`config.mk`:
```
export PLATFORM = sky130hd
export DESIGN_NAME = lfsr_obstacle_gen
export DESIGN_NICKNAME = d
export VERILOG_FILES = /design/src/rtl/lfsr_pkg.sv /design/src/rtl/tick_divider.sv /design/src/rtl/lfsr_obstacle_gen.sv
export SDC_FILE = /design/constraint.sdc
export NUM_CORES = 1
export LEC_CHECK = 0
export BUFFER_PORTS_ARGS = -buffer_cell sky130_fd_sc_hd__buf_4
export CAP_MARGIN = 20
export CELL_PAD_IN_SITES_DETAIL_PLACEMENT = 1
export CELL_PAD_IN_SITES_GLOBAL_PLACEMENT = 2
export CORE_UTILIZATION = 32
export CTS_CLUSTER_DIAMETER = 60
export DETAILED_ROUTE_END_ITERATION = 7
export HOLD_SLACK_MARGIN = 0.15
export PLACE_DENSITY_LB_ADDON = 0.12
export SLEW_MARGIN = 40
export SYNTH_ARGS = -nofsm -noshare
export SYNTH_HDL_FRONTEND = slang
export SYNTH_SLANG_ARGS = --single-unit
```
`constraint.sdc`:
```
create_clock -name clk -period 3.1 [get_ports clk]
set_input_delay 0.155 -clock clk [delete_from_list [all_inputs] [get_ports clk]]
set_output_delay 0.155 -clock clk [all_outputs]
set_load 0.05 [all_outputs]
```
`src/rtl/lfsr_pkg.sv`:
```
`default_nettype none
// ============================================================================
// Module      : lfsr_pkg
// Description : Shared types and constants for the LFSR obstacle generator.
// Revision    : 1.0 - initial release
// ============================================================================
package lfsr_pkg;

   typedef enum logic [1:0] {
      ST_IDLE = 2'd0,
      ST_RUN  = 2'd1,
      ST_HOLD = 2'd2
   } gen_state_e;

   localparam logic [3:0] PLAY_STATE_DEF = 4'd3;

   // Maximal-length Fibonacci tap masks for common widths
   localparam logic [3:0]  TAPS_W4  = 4'h9;
   localparam logic [4:0]  TAPS_W5  = 5'h12;
   localparam logic [7:0]  TAPS_W8  = 8'hB8;
   localparam logic [15:0] TAPS_W16 = 16'hB400;

endpackage : lfsr_pkg
`default_nettype wire

```
`src/rtl/tick_divider.sv`:
```
`default_nettype none
// ============================================================================
// Module      : tick_divider
// Description : Free-running clock-enable divider; tick pulses every DIVIDER
//               enabled cycles. clr has priority over en.
// Revision    : 1.0 - initial release
// ============================================================================
module tick_divider #(
   parameter int DIVIDER = 71_000_000
) (
   input  logic clk,
   input  logic rst,
   input  logic en,
   input  logic clr,
   output logic tick
);

   localparam int                 c_cnt_w = $clog2(DIVIDER);
   localparam logic [c_cnt_w-1:0] c_last  = c_cnt_w'(DIVIDER - 1);

   logic [c_cnt_w-1:0] r_cnt;

   always_ff @(posedge clk) begin
      if (!rst) begin
         r_cnt <= '0;
      end else if (clr) begin
         r_cnt <= '0;
      end else if (en) begin
         r_cnt <= (r_cnt == c_last) ? '0 : r_cnt + c_cnt_w'(1);
      end
   end

   assign tick = en && (r_cnt == c_last);

endmodule : tick_divider
`default_nettype wire

```
`src/rtl/lfsr_obstacle_gen.sv`:
```
`default_nettype none
// ============================================================================
// Module      : lfsr_obstacle_gen
// Description : Pseudo-random obstacle code generator stepped at a divided
//               rate while the game is in its play state.
// Revision    : 1.0 - initial release
// ============================================================================
module lfsr_obstacle_gen
   import lfsr_pkg::*;
#(
   parameter int                   WIDTH      = 8,
   parameter logic [WIDTH-1:0]     TAPS       = TAPS_W8,
   parameter logic [WIDTH-1:0]     SEED       = WIDTH'(1),
   parameter int                   OUT_W      = 4,
   parameter int                   DIVIDER    = 71_000_000,
   parameter int                   STATE_W    = 4,
   parameter logic [STATE_W-1:0]   PLAY_STATE = STATE_W'(PLAY_STATE_DEF)
) (
   input  logic               clk,
   input  logic               rst,
   input  logic [STATE_W-1:0] presente,
   input  logic               pause,
   input  logic               seed_load,
   input  logic [WIDTH-1:0]   seed_in,
   output logic [OUT_W-1:0]   obs_aleo,
   output logic               obs_valid,
   output logic [WIDTH-1:0]   lfsr_state,
   output logic               wrapped
);

   gen_state_e       r_state;
   gen_state_e       w_state_nxt;
   logic             w_run_en;
   logic             w_idle;
   logic             w_tick;
   logic             w_step;
   logic             w_lock;
   logic [WIDTH-1:0] w_lfsr_step;
   logic [WIDTH-1:0] w_load_val;
   logic [WIDTH-1:0] r_lfsr;
   logic [WIDTH-1:0] r_cur_seed;
   logic             r_obs_valid;
   logic             r_wrapped;

   always_ff @(posedge clk) begin
      if (!rst) begin
         r_state <= ST_IDLE;
      end else begin
         r_state <= w_state_nxt;
      end
   end

   always_comb begin
      w_state_nxt = r_state;
      case (r_state)
         ST_IDLE: begin
            if (presente == PLAY_STATE) w_state_nxt = pause ? ST_HOLD : ST_RUN;
         end
         ST_RUN: begin
            if (presente != PLAY_STATE) w_state_nxt = ST_IDLE;
            else if (pause)             w_state_nxt = ST_HOLD;
         end
         ST_HOLD: begin
            if (presente != PLAY_STATE) w_state_nxt = ST_IDLE;
            else if (!pause)            w_state_nxt = ST_RUN;
         end
         default: w_state_nxt = ST_IDLE;
      endcase
   end

   // Datapath follows the state being entered, so a game exit reloads the
   // seed on the very next edge and a pause freezes the count immediately.
   always_comb begin
      w_run_en = 1'b0;
      w_idle   = 1'b0;
      case (w_state_nxt)
         ST_RUN:  w_run_en = 1'b1;
         ST_HOLD: w_run_en = 1'b0;
         default: w_idle   = 1'b1;
      endcase
   end

   tick_divider #(
      .DIVIDER (DIVIDER)
   ) u_tick_divider (
      .clk  (clk),
      .rst  (rst),
      .en   (w_run_en),
      .clr  (w_idle | seed_load),
      .tick (w_tick)
   );

   assign w_lfsr_step = {r_lfsr[WIDTH-2:0], ^(r_lfsr & TAPS)};
   assign w_load_val  = (seed_in == '0) ? SEED : seed_in;
   assign w_lock      = (r_lfsr == '0);
   assign w_step      = w_tick && !seed_load && !w_lock;

   always_ff @(posedge clk) begin
      if (!rst) begin
         r_lfsr      <= SEED;
         r_cur_seed  <= SEED;
         r_obs_valid <= 1'b0;
         r_wrapped   <= 1'b0;
      end else begin
         r_obs_valid <= w_step;
         r_wrapped   <= w_step && (w_lfsr_step == r_cur_seed);
         if (seed_load) begin
            r_lfsr     <= w_load_val;
            r_cur_seed <= w_load_val;
         end else if (w_lock || w_idle) begin
            r_lfsr <= r_cur_seed;
         end else if (w_step) begin
            r_lfsr <= w_lfsr_step;
         end
      end
   end

   assign obs_aleo   = r_lfsr[OUT_W-1:0];
   assign obs_valid  = r_obs_valid;
   assign lfsr_state = r_lfsr;
   assign wrapped    = r_wrapped;

endmodule : lfsr_obstacle_gen
`default_nettype wire

```
==> impl_results.rst <==
.. list-table::
   :header-rows: 1

   * - Metric
     - Value
   * - Number of antenna-violating nets in the routed design
     - 0
   * - Synthesized flop and latch total
     - 47
   * - Clock latency reported for the late side of the worst-skew pair
     - 0.30 ns
   * - Least-Margin Pin Slew
     - 0.764 ns
   * - Total die area
     - 8010 um^2
   * - Compound-gate portion of the synthesized area
     - 13.8%
   * - CP Class
     - reg2reg
   * - Number of pins exceeding their max-slew limit in the final report
     - 0
   * - Antenna diode count
     - 0
   * - Number of warning messages in the yosys log
     - 0
   * - Core region area
     - 7330 um^2
   * - Net count of the finished layout
     - 332
   * - Worst hold slack across all endpoints
     - 0.151 ns
   * - Proportion of synthesized chip area in sequential cells
     - 38.4%
   * - Clock group share of total power
     - 40.1%
   * - Number of vias per cell after detailed routing
     - 5.21
   * - PnR Total Power
     - 1.34 mW
   * - Final count of hold timing violations
     - 0
   * - HPWL Detailed
     - 4650 um
   * - Total standard cell area after synthesis
     - 2450 um^2
   * - Number of antenna violations at the first check in global routing
     - 0
   * - Post CTS Setup Buffer Count
     - 0
   * - # IOs
     - 30
   * - Shortest period the worst path allows
     - 2.90 ns
   * - Syn Nets
     - 300
   * - Final Setup Violations
     - 0
   * - Chip width
     - 89.5 um
   * - Cells after Synth
     - 281
   * - Vias in the first global route
     - 2107
   * - Via total after detailed routing
     - 2150
   * - Max transition margin
     - 48.3%
   * - Routed len/inst
     - 15.6 um
   * - Crit path launch type
     - register
   * - Global-route wire length before repair
     - 10500 um
   * - RSZ-0062 raised after global routing
     - false
   * - DRC marker count from the first detailed-route iteration
     - 63
   * - Switching portion of total power
     - 24.6%
   * - Per-instance average area after synthesis
     - 8.71 um^2
   * - Drt first pass iters
     - 4
   * - Buffer type at the clock tree root
     - sky130_fd_sc_hd__clkbuf_8
   * - Internal power contribution
     - 1.01 mW
   * - Ratio of cells with drive above 1 in the final layout
     - 16.2%
   * - Clock-pin slew reported for the worst setup and hold paths after clock tree synthesis
     - 0.09 ns
   * - Leading cell type in the layout, fill and taps excluded
     - sky130_fd_sc_hd__dfxtp_1
   * - Fraction of synthesized cell area in xor and xnor cells
     - 8.23%
   * - Worst clock skew on the final layout
     - 0.0101 ns
   * - Achievable frequency
     - 345 MHz
   * - Initial Utilization
     - 33.4%
   * - Worst supply voltage drop on vdd
     - 0.203 mV
   * - Input/output buffers
     - 29
   * - Combinational family with the most area after synthesis
     - simple AND/OR/NAND/NOR gates
   * - Period utilization
     - 93.6%
   * - Reg-to-reg setup timing slack
     - 0.20 ns
   * - Maximum fanout encountered on the critical timing path
     - 8
   * - CTS tree
     - built
   * - Combined global-route utilization of all metal layers
     - 17.4%
   * - Synthesis-to-finish area growth
     - 20.7%
   * - Final weighted congestion in routability-driven placement
     - 0.743
   * - Combinational fraction of design power
     - 12.3%
   * - Proportion of power drawn by flip-flops and latches
     - 47.6%
   * - Total negative slack for setup checks
     - 0 ns
   * - Count of unresolved DRC violations after routing
     - 0
   * - Netlist cell types
     - 43
   * - Simple-gate share of the synthesized area
     - 27.7%
   * - Depth of the CTS H-tree
     - 2
   * - Number of CTS-inserted buffers
     - 5
   * - Overall routed net length
     - 6430 um
   * - Arithmetic-cell share of the synthesized area counting full adders, half adders and majority gates
     - 1.53%
   * - Die height
     - 89.5 um
   * - Switching power total
     - 0.330 mW
   * - Kind of end point of the critical path
     - register
   * - Static leakage power
     - 1.00 nW
   * - Mux cell area share after synthesis
     - 5.31%
   * - Result of the run
     - finished clean
   * - Max Cap Violations
     - 0
   * - Critical Path RT
     - 3.33 ns
   * - Congestion Overflow GR
     - 0
   * - Power Dens Cells
     - 452 nW/um^2
   * - Sinks on the clock net
     - 47
   * - Buffers from clock root to sink, at most
     - 2
   * - Cell Rows
     - 31
   * - Largest net degree at the start of global routing
     - 25
   * - Most frequent cells in the layout
     - sky130_fd_sc_hd__dfxtp_1 (47), sky130_fd_sc_hd__buf_4 (38), sky130_fd_sc_hd__nand2_1 (21), sky130_fd_sc_hd__nor2_1 (20), sky130_fd_sc_hd__xnor2_1 (16)
   * - Final-layout fill cell count
     - 874
   * - Critical path arrival
     - 3.13 ns
   * - Hold Path Class
     - in2reg
## Yosys cell counts (all sizes together)
| cell type | instances | share of area (%) |
|---|---|---|
| a2111oi | 1 | 0.36 |
| a211o | 8 | 2.9 |
| a211oi | 3 | 0.92 |
| a21boi | 1 | 0.31 |
| a21o | 2 | 0.61 |
| a21oi | 13 | 2.7 |
| a22oi | 1 | 0.31 |
| a31oi | 1 | 0.26 |
| and2 | 2 | 0.51 |
| and3 | 1 | 0.26 |
| and4 | 2 | 0.72 |
| buf | 9 | 2.2 |
| clkbuf | 8 | 1.2 |
| dfxtp | 47 | 38 |
| ha | 3 | 1.5 |
| inv | 10 | 1.5 |
| mux2i | 13 | 5.3 |
| nand2 | 21 | 3.2 |
| nand2b | 6 | 1.5 |
| nand3 | 6 | 1.2 |
| nand4 | 11 | 3.1 |
| nor2 | 20 | 3.1 |
| nor2b | 8 | 2.0 |
| nor3 | 4 | 0.82 |
| nor3b | 1 | 0.31 |
| nor4 | 10 | 2.6 |
| nor4b | 2 | 0.97 |
| nor4bb | 4 | 1.6 |
| o2111ai | 5 | 1.8 |
| o21ai | 9 | 1.8 |
| o31ai | 5 | 1.5 |
| o41ai | 1 | 0.36 |
| or2 | 1 | 0.26 |
| or3 | 9 | 2.3 |
| or4 | 10 | 3.2 |
| xnor2 | 16 | 5.7 |
| xor2 | 7 | 2.5 |
## stage by stage
step | cells | setup WS (ns) | area (um^2) | util (%)
2_1_floorplan | 281 | 0.106 | 2450 | -
3_3_place_gp | 401 | 0.305 | 2780 | 37.9
3_5_place_dp | 401 | 0.174 | 2780 | 37.9
4_1_cts | 413 | 0.0731 | 2950 | 40.2
5_1_grt | 413 | 0.0402 | 2960 | 40.3
6_report | 413 | 0.198 | 2960 | 40.3
## timing repair
action,CTS,global route
hold buffers,4,0
resized for setup,0,2
endpoints found under the setup margin,0,6
hold endpoints to repair,5,0
## logic make-up after synthesis
group / count (synthesis)
AOI/OAI and AO/OA: 50
xor gates and xnor gates: 23
adders and majority gates: 3
buffers and inverters: 27
DFF: 47
muxes: 13
and+or+nand+nor: 118
## registers in the layout (all words and copies together), names as in the netlist
| name | flops |
|---|---|
| r_state | 2 |
| wrapped | 1 |
| r_cur_seed | 8 |
| lfsr_state | 8 |
| obs_valid | 1 |
| u_tick_divider.r_cnt | 27 |
## power groups by stage
stage          Clock [mW]  Sequential, mW  Combinational (mW)
2_1_floorplan           0           0.672              0.0888
3_3_place_gp            0           0.651               0.159
3_5_place_dp            0           0.651               0.162
4_1_cts             0.556           0.637               0.167
5_1_grt             0.578           0.640               0.177
6_report            0.536           0.637               0.165
## layout make-up
cell class	count	area (um^2)	area share (%)
multi-input cells	207	1400	47.2
flip-flops and latches	47	941	31.8
repair buffers	42	325	11.0
well taps	99	124	4.19
clock buffers	6	72.6	2.45
clock inverters	2	60.1	2.03
inverters	10	37.5	1.27
## worst max-delay path, stage by stage (launching register included)
cell,delay (ns)
sky130_fd_sc_hd__dfxtp_1,0.31
sky130_fd_sc_hd__a2111oi_1,0.38
sky130_fd_sc_hd__buf_4,0.19
sky130_fd_sc_hd__nor2b_1,0.13
sky130_fd_sc_hd__ha_1,0.19
sky130_fd_sc_hd__nand4_2,0.10
sky130_fd_sc_hd__buf_4,0.18
sky130_fd_sc_hd__or4_1,0.62
sky130_fd_sc_hd__buf_4,0.21
sky130_fd_sc_hd__or3_1,0.34
sky130_fd_sc_hd__a21oi_1,0.18
## layer usage
layer | part of all wire [%] | GRT usage, % | vias up
met3 | 2.8 | 3.32 | 5
met2 | 48 | 30.2 | 31
met5 | 0 | 0 | -
met4 | 1.2 | 4.76 | 0
li1 | - | - | 1085
met1 | 48 | 22.0 | 1029
## worst paths after layout
kind | from | to | depth (start not counted)
max reg2reg | r_state[1]$_SDFF_PN0_ | u_tick_divider.r_cnt[21]$_SDFFE_PP0N_ | 10
min reg2reg | r_cur_seed[0]$_SDFFE_PN1P_ | r_cur_seed[0]$_SDFFE_PN1P_ | 1
min | seed_in[3] | r_cur_seed[3]$_SDFFE_PN0P_ | 3
max | r_state[1]$_SDFF_PN0_ | u_tick_divider.r_cnt[21]$_SDFFE_PP0N_ | 10
Note: power is estimated with default switching activity, not from simulation.
